===== config.mk =====
export PLATFORM = sky130hd
export DESIGN_NAME = vga_pixel_timing_ctrl
export DESIGN_NICKNAME = d
export VERILOG_FILES = /design/src/rtl/vga_timing_pkg.sv /design/src/rtl/vga_sync_delay.sv /design/src/rtl/vga_pixel_timing_ctrl.sv
export SDC_FILE = /design/constraint.sdc
export NUM_CORES = 1
export LEC_CHECK = 0
export BUFFER_PORTS_ARGS = -buffer_cell sky130_fd_sc_hd__buf_2
export CORE_MARGIN = 1
export CORE_UTILIZATION = 35
export DETAILED_ROUTE_END_ITERATION = 16
export GPL_TIMING_DRIVEN = 0
export SLEW_MARGIN = 10
export SYNTH_ARGS = -nofsm -noshare
export SYNTH_HDL_FRONTEND = slang
export SYNTH_SLANG_ARGS = --single-unit

===== constraint.sdc =====
create_clock -name clk -period 1.9 [get_ports clk]
set_input_delay 0.38 -clock clk [delete_from_list [all_inputs] [get_ports clk]]
set_output_delay 0.38 -clock clk [all_outputs]
set_load 0.02 [all_outputs]

===== src/rtl/vga_timing_pkg.sv =====
// Shared VGA timing defaults, colour formats and the RGB332 -> RGB444 expansion
// used by the pixel-timing controller.
package vga_timing_pkg;

  localparam int H_ACTIVE_DEF    = 640;
  localparam int H_FP_DEF        = 16;
  localparam int H_SYNC_DEF      = 96;
  localparam int H_BP_DEF        = 48;
  localparam int V_ACTIVE_DEF    = 480;
  localparam int V_FP_DEF        = 10;
  localparam int V_SYNC_DEF      = 2;
  localparam int V_BP_DEF        = 33;
  localparam int RGB_LATENCY_DEF = 1;
  localparam logic SYNC_POL_DEF  = 1'b0;

  localparam int H_TOTAL = H_ACTIVE_DEF + H_FP_DEF + H_SYNC_DEF + H_BP_DEF;
  localparam int V_TOTAL = V_ACTIVE_DEF + V_FP_DEF + V_SYNC_DEF + V_BP_DEF;

  localparam int CNT_W = 11;
  typedef logic [CNT_W-1:0] cnt_t;

  typedef struct packed {
    logic [2:0] r;
    logic [2:0] g;
    logic [1:0] b;
  } rgb332_t;

  typedef struct packed {
    logic [3:0] r;
    logic [3:0] g;
    logic [3:0] b;
  } rgb444_t;

  // Per-pixel decode carried alongside the drawing chain's latency.
  typedef struct packed {
    logic active;
    logic hs;
    logic vs;
  } sync_flags_t;

  // Replicate the MSBs so full-scale 3-bit and 2-bit codes reach 4'hF.
  function automatic rgb444_t expand332to444(input rgb332_t c);
    rgb444_t o;
    o.r = {c.r, c.r[2]};
    o.g = {c.g, c.g[2]};
    o.b = {c.b, c.b};
    return o;
  endfunction

endpackage


===== src/rtl/vga_sync_delay.sv =====
// Enable-gated shift register of configurable depth; clears to all-zero
// (blank, syncs inactive) on reset.
module vga_sync_delay #(
  parameter int DEPTH = 1,
  parameter int WIDTH = 3
) (
  input  logic             clk,
  input  logic             i_reset,
  input  logic             i_en,
  input  logic [WIDTH-1:0] i_d,
  output logic [WIDTH-1:0] o_q
);

  generate
    for (genvar gi = 0; gi < DEPTH; gi++) begin : g_stage
      logic [WIDTH-1:0] r_q;
      logic [WIDTH-1:0] w_src;

      if (gi == 0) begin : g_head
        assign w_src = i_d;
      end else begin : g_tail
        assign w_src = g_stage[gi-1].r_q;
      end

      always_ff @(posedge clk) begin
        if (i_reset) begin
          r_q <= '0;
        end else if (i_en) begin
          r_q <= w_src;
        end
      end
    end
  endgenerate

  assign o_q = g_stage[DEPTH-1].r_q;

endmodule


===== src/rtl/vga_pixel_timing_ctrl.sv =====
// VGA pixel-timing source: scan counters, sync decode delayed to match the
// drawing chain's RGB latency, and registered DAC colour and sync outputs.
module vga_pixel_timing_ctrl
  import vga_timing_pkg::*;
#(
  parameter int   H_ACTIVE    = H_ACTIVE_DEF,
  parameter int   H_FP        = H_FP_DEF,
  parameter int   H_SYNC      = H_SYNC_DEF,
  parameter int   H_BP        = H_BP_DEF,
  parameter int   V_ACTIVE    = V_ACTIVE_DEF,
  parameter int   V_FP        = V_FP_DEF,
  parameter int   V_SYNC      = V_SYNC_DEF,
  parameter int   V_BP        = V_BP_DEF,
  parameter int   RGB_LATENCY = RGB_LATENCY_DEF,
  parameter logic SYNC_POL    = SYNC_POL_DEF
) (
  input  logic        clk,
  input  logic        reset,
  input  logic        pixelEn,
  input  logic [7:0]  RGB_in,
  output logic [10:0] pixelX,
  output logic [10:0] pixelY,
  output logic        startOfFrame,
  output logic [3:0]  red,
  output logic [3:0]  green,
  output logic [3:0]  blue,
  output logic        hSync,
  output logic        vSync
);

  localparam int L_H_TOTAL = H_ACTIVE + H_FP + H_SYNC + H_BP;
  localparam int L_V_TOTAL = V_ACTIVE + V_FP + V_SYNC + V_BP;

  localparam cnt_t L_H_LAST = cnt_t'(L_H_TOTAL - 1);
  localparam cnt_t L_V_LAST = cnt_t'(L_V_TOTAL - 1);
  localparam cnt_t L_H_ACT  = cnt_t'(H_ACTIVE);
  localparam cnt_t L_V_ACT  = cnt_t'(V_ACTIVE);
  localparam cnt_t L_HS_BEG = cnt_t'(H_ACTIVE + H_FP);
  localparam cnt_t L_HS_END = cnt_t'(H_ACTIVE + H_FP + H_SYNC);
  localparam cnt_t L_VS_BEG = cnt_t'(V_ACTIVE + V_FP);
  localparam cnt_t L_VS_END = cnt_t'(V_ACTIVE + V_FP + V_SYNC);

  cnt_t        r_pixel_x;
  cnt_t        r_pixel_y;
  logic        r_sof;
  logic [3:0]  r_red;
  logic [3:0]  r_green;
  logic [3:0]  r_blue;
  logic        r_hsync;
  logic        r_vsync;

  sync_flags_t w_flags;
  sync_flags_t w_dly;
  rgb444_t     w_rgb444;

  // Scan counters; line and frame wrap resolve on the same tick.
  always_ff @(posedge clk) begin
    if (reset) begin
      r_pixel_x <= '0;
      r_pixel_y <= '0;
      r_sof     <= 1'b0;
    end else begin
      r_sof <= 1'b0;
      if (pixelEn) begin
        if (r_pixel_x == L_H_LAST) begin
          r_pixel_x <= '0;
          if (r_pixel_y == L_V_LAST) begin
            r_pixel_y <= '0;
            r_sof     <= 1'b1;
          end else begin
            r_pixel_y <= r_pixel_y + cnt_t'(1);
          end
        end else begin
          r_pixel_x <= r_pixel_x + cnt_t'(1);
        end
      end
    end
  end

  always_comb begin
    w_flags        = '0;
    w_flags.active = (r_pixel_x < L_H_ACT) && (r_pixel_y < L_V_ACT);
    w_flags.hs     = (r_pixel_x >= L_HS_BEG) && (r_pixel_x < L_HS_END);
    w_flags.vs     = (r_pixel_y >= L_VS_BEG) && (r_pixel_y < L_VS_END);
  end

  vga_sync_delay #(
    .DEPTH (RGB_LATENCY),
    .WIDTH ($bits(sync_flags_t))
  ) u_sync_delay (
    .clk     (clk),
    .i_reset (reset),
    .i_en    (pixelEn),
    .i_d     (w_flags),
    .o_q     (w_dly)
  );

  assign w_rgb444 = expand332to444(rgb332_t'(RGB_in));

  // RGB_in now belongs to the same pixel as w_dly; blanking forces black.
  always_ff @(posedge clk) begin
    if (reset) begin
      r_red   <= '0;
      r_green <= '0;
      r_blue  <= '0;
      r_hsync <= ~SYNC_POL;
      r_vsync <= ~SYNC_POL;
    end else if (pixelEn) begin
      r_hsync <= w_dly.hs ? SYNC_POL : ~SYNC_POL;
      r_vsync <= w_dly.vs ? SYNC_POL : ~SYNC_POL;
      if (w_dly.active) begin
        r_red   <= w_rgb444.r;
        r_green <= w_rgb444.g;
        r_blue  <= w_rgb444.b;
      end else begin
        r_red   <= '0;
        r_green <= '0;
        r_blue  <= '0;
      end
    end
  end

  assign pixelX       = r_pixel_x;
  assign pixelY       = r_pixel_y;
  assign startOfFrame = r_sof;
  assign red          = r_red;
  assign green        = r_green;
  assign blue         = r_blue;
  assign hSync        = r_hsync;
  assign vSync        = r_vsync;

endmodule


======== After elaboration in Yosys (flattened, before gate mapping) ========
Index checks and enable logic that the tools add are counted.
operators by class
  add/sub/neg operators ................... 2
  order comparisons ....................... 6
  eq/ne operators ......................... 2
  muxes and demuxes ....................... 8
  bitwise gates (word level) .............. 2
  reductions and logical operators ........ 5
operators by type and width
  operator                                                              count
  adder 11 x 1 -> 11 bit (second input constant)                        2
  == test 11 x 10 -> 1 bit (second input constant)                      2
  less-than comparator 11 x 10 -> 1 bit (second input constant)         2
  less-than comparator 11 x 9 -> 1 bit (second input constant)          2
  2-to-1 mux 11 bit                                                     2
  2-to-1 mux 4 bit                                                      3
  greater-or-equal comparator 11 x 10 -> 1 bit (second input constant)  1
  greater-or-equal comparator 11 x 9 -> 1 bit (second input constant)   1
  logical AND 1 bit                                                     3
  2-to-1 mux 1 bit                                                      3
  OR reduction 3 bit                                                    1
  inverter 1 bit                                                        2
  AND reduction 2 bit                                                   1
storage, ports and cells
  register bits ........................... 40
  bits of input ports ..................... 11
  output and inout bits ................... 37
  logic and storage cells ................. 34

======== Logic depth before layout (Yosys ltp) ========
Gate-level depths: netlist (run 1).
  depth after elaboration ................. 3
  gate-level depth with buffers ........... 6
  depth with buffers taken out ............ 6

======== By module ========
Synthesis (run 1) repeated with hierarchy kept, for this count alone.
unflattened totals
  cell total of the unflattened synthesis .. 190
  area, all modules ....................... 1637.8 um2
modules (own cells, without submodules)
  module                 instances  cells an instance  area an instance (um2)  seq. area each (um2)
  vga_pixel_timing_ctrl  1          181                1536.5                  660.6
  vga_sync_delay         1          9                  101.3                   60.1

======== Least setup slack after synthesis (run 1) ========
No wires, ideal clock.
  kind .................................... register to register
  start ................................... register r_pixel_y[0] (netlist: pixelY[0])
  end ..................................... register r_pixel_y[10] (netlist: pixelY[10])
  library setup time ...................... 72 ps
  arrival ................................. 1735 ps
  data required time ...................... 1828 ps
  slack ................................... 93 ps
  cell stages (with the launch flop) ...... 6
  period minus slack after synthesis ...... 1807 ps
  cells stage by stage .................... dfxtp_1 -> ha_1 -> nand3_1 -> or3_1 -> or4_1 -> mux2i_1
between the ends
  word-level cells in the longest chain between the ends .. 2
  elaborated cells between the ends (all ways) .. 3
  classes of those cells .................. 1 x add/sub; 1 x eq/ne; 1 x mux
ends and longest elaborated chain
  item                                                                line                                                      RTL
  start, declared                                                     vga_pixel_timing_ctrl.sv:44                               cnt_t r_pixel_y;
  start signal, assigned                                              vga_pixel_timing_ctrl.sv:71                               r_pixel_y <= r_pixel_y + cnt_t'(1);
  adder 11 x 1 -> 11 bit or == test 11 x 10 -> 1 bit (tied branches)  vga_pixel_timing_ctrl.sv:71, vga_pixel_timing_ctrl.sv:67
  2-to-1 mux 11 bit *                                                 vga_pixel_timing_ctrl.sv:67                               if (r_pixel_y == L_V_LAST) begin
Mark *: on every way between the ends. The rest lies on a longest branch, timed or not.
A chain may end at the register's enable or synchronous reset.

======== Worst setup path after layout (run 1) ========
  start ................................... register r_pixel_y[5] (netlist: pixelY[5])
  end ..................................... register r_pixel_y[9] (netlist: pixelY[9])
The elaborated chain is that of the path after synthesis.

==> impl_metrics.ini, run 1 <==
[timing]
fin_worst_skew_ns = 0.00440
rsz0062_at_grt = no
max_slew_margin = 0.450
drv_slew = 0
tns_ns = 0
finalSetupViolations = 0
finalHoldViolCount = 0
setup_ws_ns = 0.115
worst_pin_slew_ns = 0.817
fmax_mhz = 560
period_needed_ns = 1.78
finalCritPeriodShare = 0.939

[synthesis]
syn_nets = 208
async_flop_share = 0
syn-cell-area_mm2 = 0.00168
ys_seq_area_frac = 0.429
synth_edf_count = 0
synth.avg_cell_area_um2 = 8.67
yosysWarnings = 0
ys_ff_latch = 36
synth_ff_type = dfxtp_1
yosys.cell_types.count = 41
syn_inst = 194

[final_layout]
antenna_cells = 0
drive_gt1_frac = 0.286
multi_input_area_um2 = 901
regArea_um2 = 722
fin_nets = 261
postLayoutCoreUtil = 0.469
area_growth_pct = 24.8
n_fill_cell = 466
final_cell_count_no_fill = 300

[global_routing]
grt_pass1_vias = 1380
grt_overflow = 0
antenna_found_initial = 0
grt_pass1_wl_mm = 6.51
grt_max_degree = 11
track_usage = 0.163

[clocking]
clock_latency_ns = 0.29
clk_path_buf_depth = 2
cts_buffers = 5
cts_setup_buffers = 0
clk_transition_reported_paths_ns = 0.07
htreeDepth = 2
hold_buffers = 0
cts.sinks = 36
cts_tree = done
cts_root_buf = clkbuf_8

[power_and_ir_drop]
peakVddDrop_v = 0.000379
p_leak_nw = 0.865
p_per_area_mw_per_mm2 = 681

[setup_path]
worstReg2RegEnd = pixelY[9]
endpoint = pixelY[9]
rrSetupSlack_ns = 0.12
worstPathMaxFanout = 8
r2r-start = pixelY[5]
critPathLaunch = pixelY[5]
reg2regPathDepth = 4
cp.arrival_ns = 1.95
critPathKind = flip-flop to flip-flop
crit_required_ns = 2.07
cp-end-kind = flip-flop
start_kind = flip-flop

[drt]
vias = 1546
vias_per_cell = 5.15
wl_mm = 3.91
wire_per_inst_um = 13.0
drc_errors = 6
drt_iter0_markers = 89
first_pass_iters = 10
final_antenna_net_count = 0

[floorplanning]
die_w_um = 71.3
die_h_um = 71.3
core_mm2 = 0.00447
start_util = 0.376
rows = 24
dieArea_mm2 = 0.00509
num_io_pins = 48

[placed_design]
io_buffers = 47
place_ws_ns = -0.0556
hpwl_mm = 2.79
dp.cells = 293
routabilityCongestion = 0.753

[status]
failed_checks = design-rule violations
status = finished, violations left

[min_path]
hold_path_class = input pin to flip-flop

[run]
max_cap_viol_count = 0
[worst max-delay path, stage by stage (launching register included)]
cell	delay [ns]
dfxtp_1	0.38
nor4_1	0.75
a31oi_4	0.24
a31oi_1	0.22
mux2i_1	0.09
[what timing repair did]
item | in CTS | in global routing
hold endpoints to repair | 0 | 0
setup endpoints to repair | 7 | 10
gates resized for setup | 1 | 6
gates cloned | 0 | 0
[cell usage in the layout, fill, tap and decap left out, types with 2 or more instances in the layout]
| cell type | count |
|---|---|
| a311oi_1 | 2 |
| and2_1 | 3 |
| dfxtp_1 | 35 |
| nor4_1 | 3 |
| nor3_1 | 4 |
| nand2_1 | 14 |
| nor2_1 | 24 |
| a21oi_1 | 5 |
| buf_4 | 4 |
| or4_1 | 2 |
| buf_2 | 49 |
| nand3_1 | 10 |
| o31ai_1 | 2 |
| xor2_1 | 5 |
| or3_2 | 2 |
| inv_1 | 7 |
| ha_1 | 2 |
| and3_1 | 3 |
| o21ai_0 | 11 |
| nand2b_1 | 3 |
| xnor2_1 | 7 |
| mux2i_1 | 3 |
| clkbuf_1 | 6 |
| a22oi_1 | 8 |
| a31oi_1 | 3 |
| clkbuf_8 | 6 |
| nand4_1 | 6 |
[report_power, final]
part	switching [mW]	internal, mW	total, mW	leakage [nW]
Clock	0.261	0.296	0.557	0.0455
Sequential	0.00808	0.765	0.773	0.292
Combinational	0.0611	0.0385	0.0996	0.528
[sequential cells by signal, summed over array words and instances, names as in the netlist]
name and count:
blue 2, green 3, hSync 1, pixelX 11, pixelY 11, red 3
startOfFrame 1, u_sync_delay.o_q 3, vSync 1
[synth_stat cells, drive strengths merged, types with 3 or more instances]
cell,n,share of area
a21oi,5,0.015
a22oi,8,0.036
a31oi,4,0.019
and2,3,0.011
and3,4,0.015
buf,7,0.026
clkbuf,5,0.011
dfxtp,36,0.43
ha,3,0.022
inv,7,0.016
mux2i,3,0.018
nand2,15,0.033
nand2b,3,0.011
nand3,10,0.030
nand4,7,0.030
nor2,24,0.054
nor3,4,0.012
nor4,3,0.011
o21ai,11,0.033
or3,3,0.013
xnor2,7,0.036
xor2,5,0.026
[through the flow]
step	cell area [um^2]	power, mW	hold slack, ns
2_1_floorplan	1680	0.852	0.441
3_3_place_gp	1980	0.889	0.450
3_5_place_dp	1980	0.890	0.453
4_1_cts	2080	1.45	0.325
5_1_grt	2100	1.50	0.331
6_report	2100	1.43	0.329
[worst min-delay path by stage]
stage / startpoint / endpoint / cells past startpoint
floorplan: u_sync_delay.o_q[2] / u_sync_delay.o_q[2] / 2
global placement: u_sync_delay.o_q[2] / u_sync_delay.o_q[2] / 2
detailed placement: u_sync_delay.o_q[2] / u_sync_delay.o_q[2] / 2
CTS: RGB_in[5] / red[1] / 3
global route: RGB_in[2] / green[1] / 3
finish: RGB_in[2] / green[1] / 3
[kinds of logic (layout without fill, tap and decap cells)]
family / after synthesis / in the layout / share of synthesized area
xor gates and xnor gates: 12 / 12 / 0.0625
AOI/OAI and AO/OA: 35 / 35 / 0.135
and+or+nand+nor: 86 / 86 / 0.281
adders and majority gates: 3 / 3 / 0.0223
muxes: 3 / 3 / 0.0179
DFF: 36 / 36 / 0.429
buffers and inverters: 19 / 73 / 0.0528
[final cells by class]
cell class                 count  share of cell area
buffer                        11              0.0280
inverter                       7              0.0125
tap                           52              0.0310
sequential                    36               0.344
multi-input combinational    139               0.429
clock buffer                   8              0.0429
timing repair buffer          47               0.112
[layer usage]
| metal | share of wire | global-route usage | up-vias | routed length, um |
|---|---|---|---|---|
| li1 | - | - | 796 | - |
| met1 | 0.51 | 0.227 | 705 | 2000 |
| met2 | 0.43 | 0.243 | 40 | 1670 |
| met3 | 0.050 | 0.0380 | 5 | 194 |
| met4 | 0.013 | 0.0667 | 0 | 51 |
| met5 | 0 | 0 | - | 0 |
No activity file was read; power rests on OpenSTA's default activity.
==> run 2: changes to the inputs <==
==> constraint.sdc (replaced) <==
create_clock -name clk -period 1.7 [get_ports clk]
set_input_delay 0.34 -clock clk [delete_from_list [all_inputs] [get_ports clk]]
set_output_delay 0.34 -clock clk [all_outputs]
set_load 0.02 [all_outputs]
==> impl_metrics.ini, run 2 (synthesized netlist as in run 1, its figures left out) <==
[floorplanning]
core_mm2 = 0.00447
die_w_um = 71.3
start_util = 0.376
num_io_pins = 48
die_h_um = 71.3
rows = 24
dieArea_mm2 = 0.00509

[placed_design]
routabilityCongestion = 0.746
place_ws_ns = -0.205
hpwl_mm = 2.69
io_buffers = 47

[clocking]
clk_transition_reported_paths_ns = 0.07
clock_latency_ns = 0.28
htreeDepth = 2
cts_root_buf = clkbuf_8
cts.sinks = 36
hold_buffers = 0
clk_path_buf_depth = 2
cts_tree = done
cts_buffers = 5

[setup_path]
cp-end-kind = flip-flop
critPathKind = flip-flop to flip-flop
r2r-start = pixelX[7]
reg2regPathDepth = 4
worstPathMaxFanout = 5
endpoint = pixelY[9]
worstReg2RegEnd = pixelY[9]
start_kind = flip-flop
rrSetupSlack_ns = 0.04
cp.arrival_ns = 1.86
crit_required_ns = 1.90
critPathLaunch = pixelX[7]

[timing]
tns_ns = 0
drv_slew = 0
worst_pin_slew_ns = 0.487
finalHoldViolCount = 0
fin_worst_skew_ns = 0.0103
max_slew_margin = 0.675
finalSetupViolations = 0
period_needed_ns = 1.66
whs_ns = 0.289
fmax_mhz = 603
setup_ws_ns = 0.0413
rsz0062_at_grt = no
finalCritPeriodShare = 0.976

[final_layout]
antenna_cells = 0
fin_nets = 265
n_fill_cell = 442
drive_gt1_frac = 0.382
area_growth_pct = 32.4
postLayoutCoreUtil = 0.497
final_cell_mix = buf_2, dfxtp_1, nor2_1, nand2_1
layout_commonest_cell = buf_2

[status]
status = finished, violations left
failed_checks = design-rule violations

[global_routing]
grt_pass1_wl_mm = 6.40
grt_max_degree = 11
antenna_found_initial = 0
grt_overflow = 0
track_usage = 0.159
grt_pass1_vias = 1381

[drt]
vias = 1553
first_pass_iters = 12
wl_mm = 4.00
vias_per_cell = 5.13
drc_errors = 5
wire_per_inst_um = 13.2
drt_iter0_markers = 67
final_antenna_net_count = 0

[run]
max_cap_viol_count = 0

[power_and_ir_drop]
p_per_area_mw_per_mm2 = 692
p_leak_nw = 0.909
total_power_mw = 1.54
peakVddDrop_v = 0.000451

[min_path]
hold_path_class = input pin to flip-flop
[run 2: power by group]
part,internal [mW],total (mW),switching (mW)
Sequential,0.854,0.866,0.0113
Clock,0.278,0.560,0.282
Combinational,0.0452,0.114,0.0687
Total,1.18,1.54,0.362
[run 2: worst min-delay path by stage]
stage,slack (ns),depth (start not counted),startpoint,endpoint
floorplan,0.44,2,u_sync_delay.o_q[2],u_sync_delay.o_q[2]
global placement,0.45,2,u_sync_delay.o_q[2],u_sync_delay.o_q[2]
detailed placement,0.45,2,u_sync_delay.o_q[2],u_sync_delay.o_q[2]
CTS,0.29,3,RGB_in[6],red[2]
global route,0.29,3,RGB_in[7],red[0]
finish,0.29,3,RGB_in[1],blue[1]
[run 2: cell type report]
type	instances	area, um^2	share of cell area
buffer	10	55.1	0.0247
clock buffer	6	72.6	0.0326
clock inverter	1	5.00	0.00225
inverter	7	26.3	0.0118
multi-input combinational	139	992	0.446
sequential	36	737	0.331
tap	52	65.1	0.0292
timing repair buffer	52	273	0.123
[run 2: per-stage QoR]
step                instance area, um^2  instances
CTS                                2100        299
floorplan                          1690        194
finish                             2230        303
global route                       2230        303
global placement                   1990        293
detailed placement                 1990        293
[run 2: worst max-delay path, stage by stage (launching register included)]
cell and delay, ns:
dfxtp_2 0.36, nor4b_4 0.37, nand4_4 0.16, or4_4 0.53, mux2i_1 0.16
[run 2: layer usage]
layer	part of all wire	GRT usage	vias to the layer above
li1	-	-	802
met1	0.50	0.225	704
met2	0.44	0.241	42
met3	0.048	0.0366	5
met4	0.0090	0.0511	0
met5	0	0	-
[run 2: repair_timing]
| item | 4_1_cts | 5_1_grt |
|---|---|---|
| hold endpoints to repair | 0 | 0 |
| resized for setup | 9 | 23 |
| buffers inserted | 0 | 5 |
| cloned | 0 | 0 |
| pin swaps | 2 | 4 |
| setup endpoints to repair | 20 | 17 |
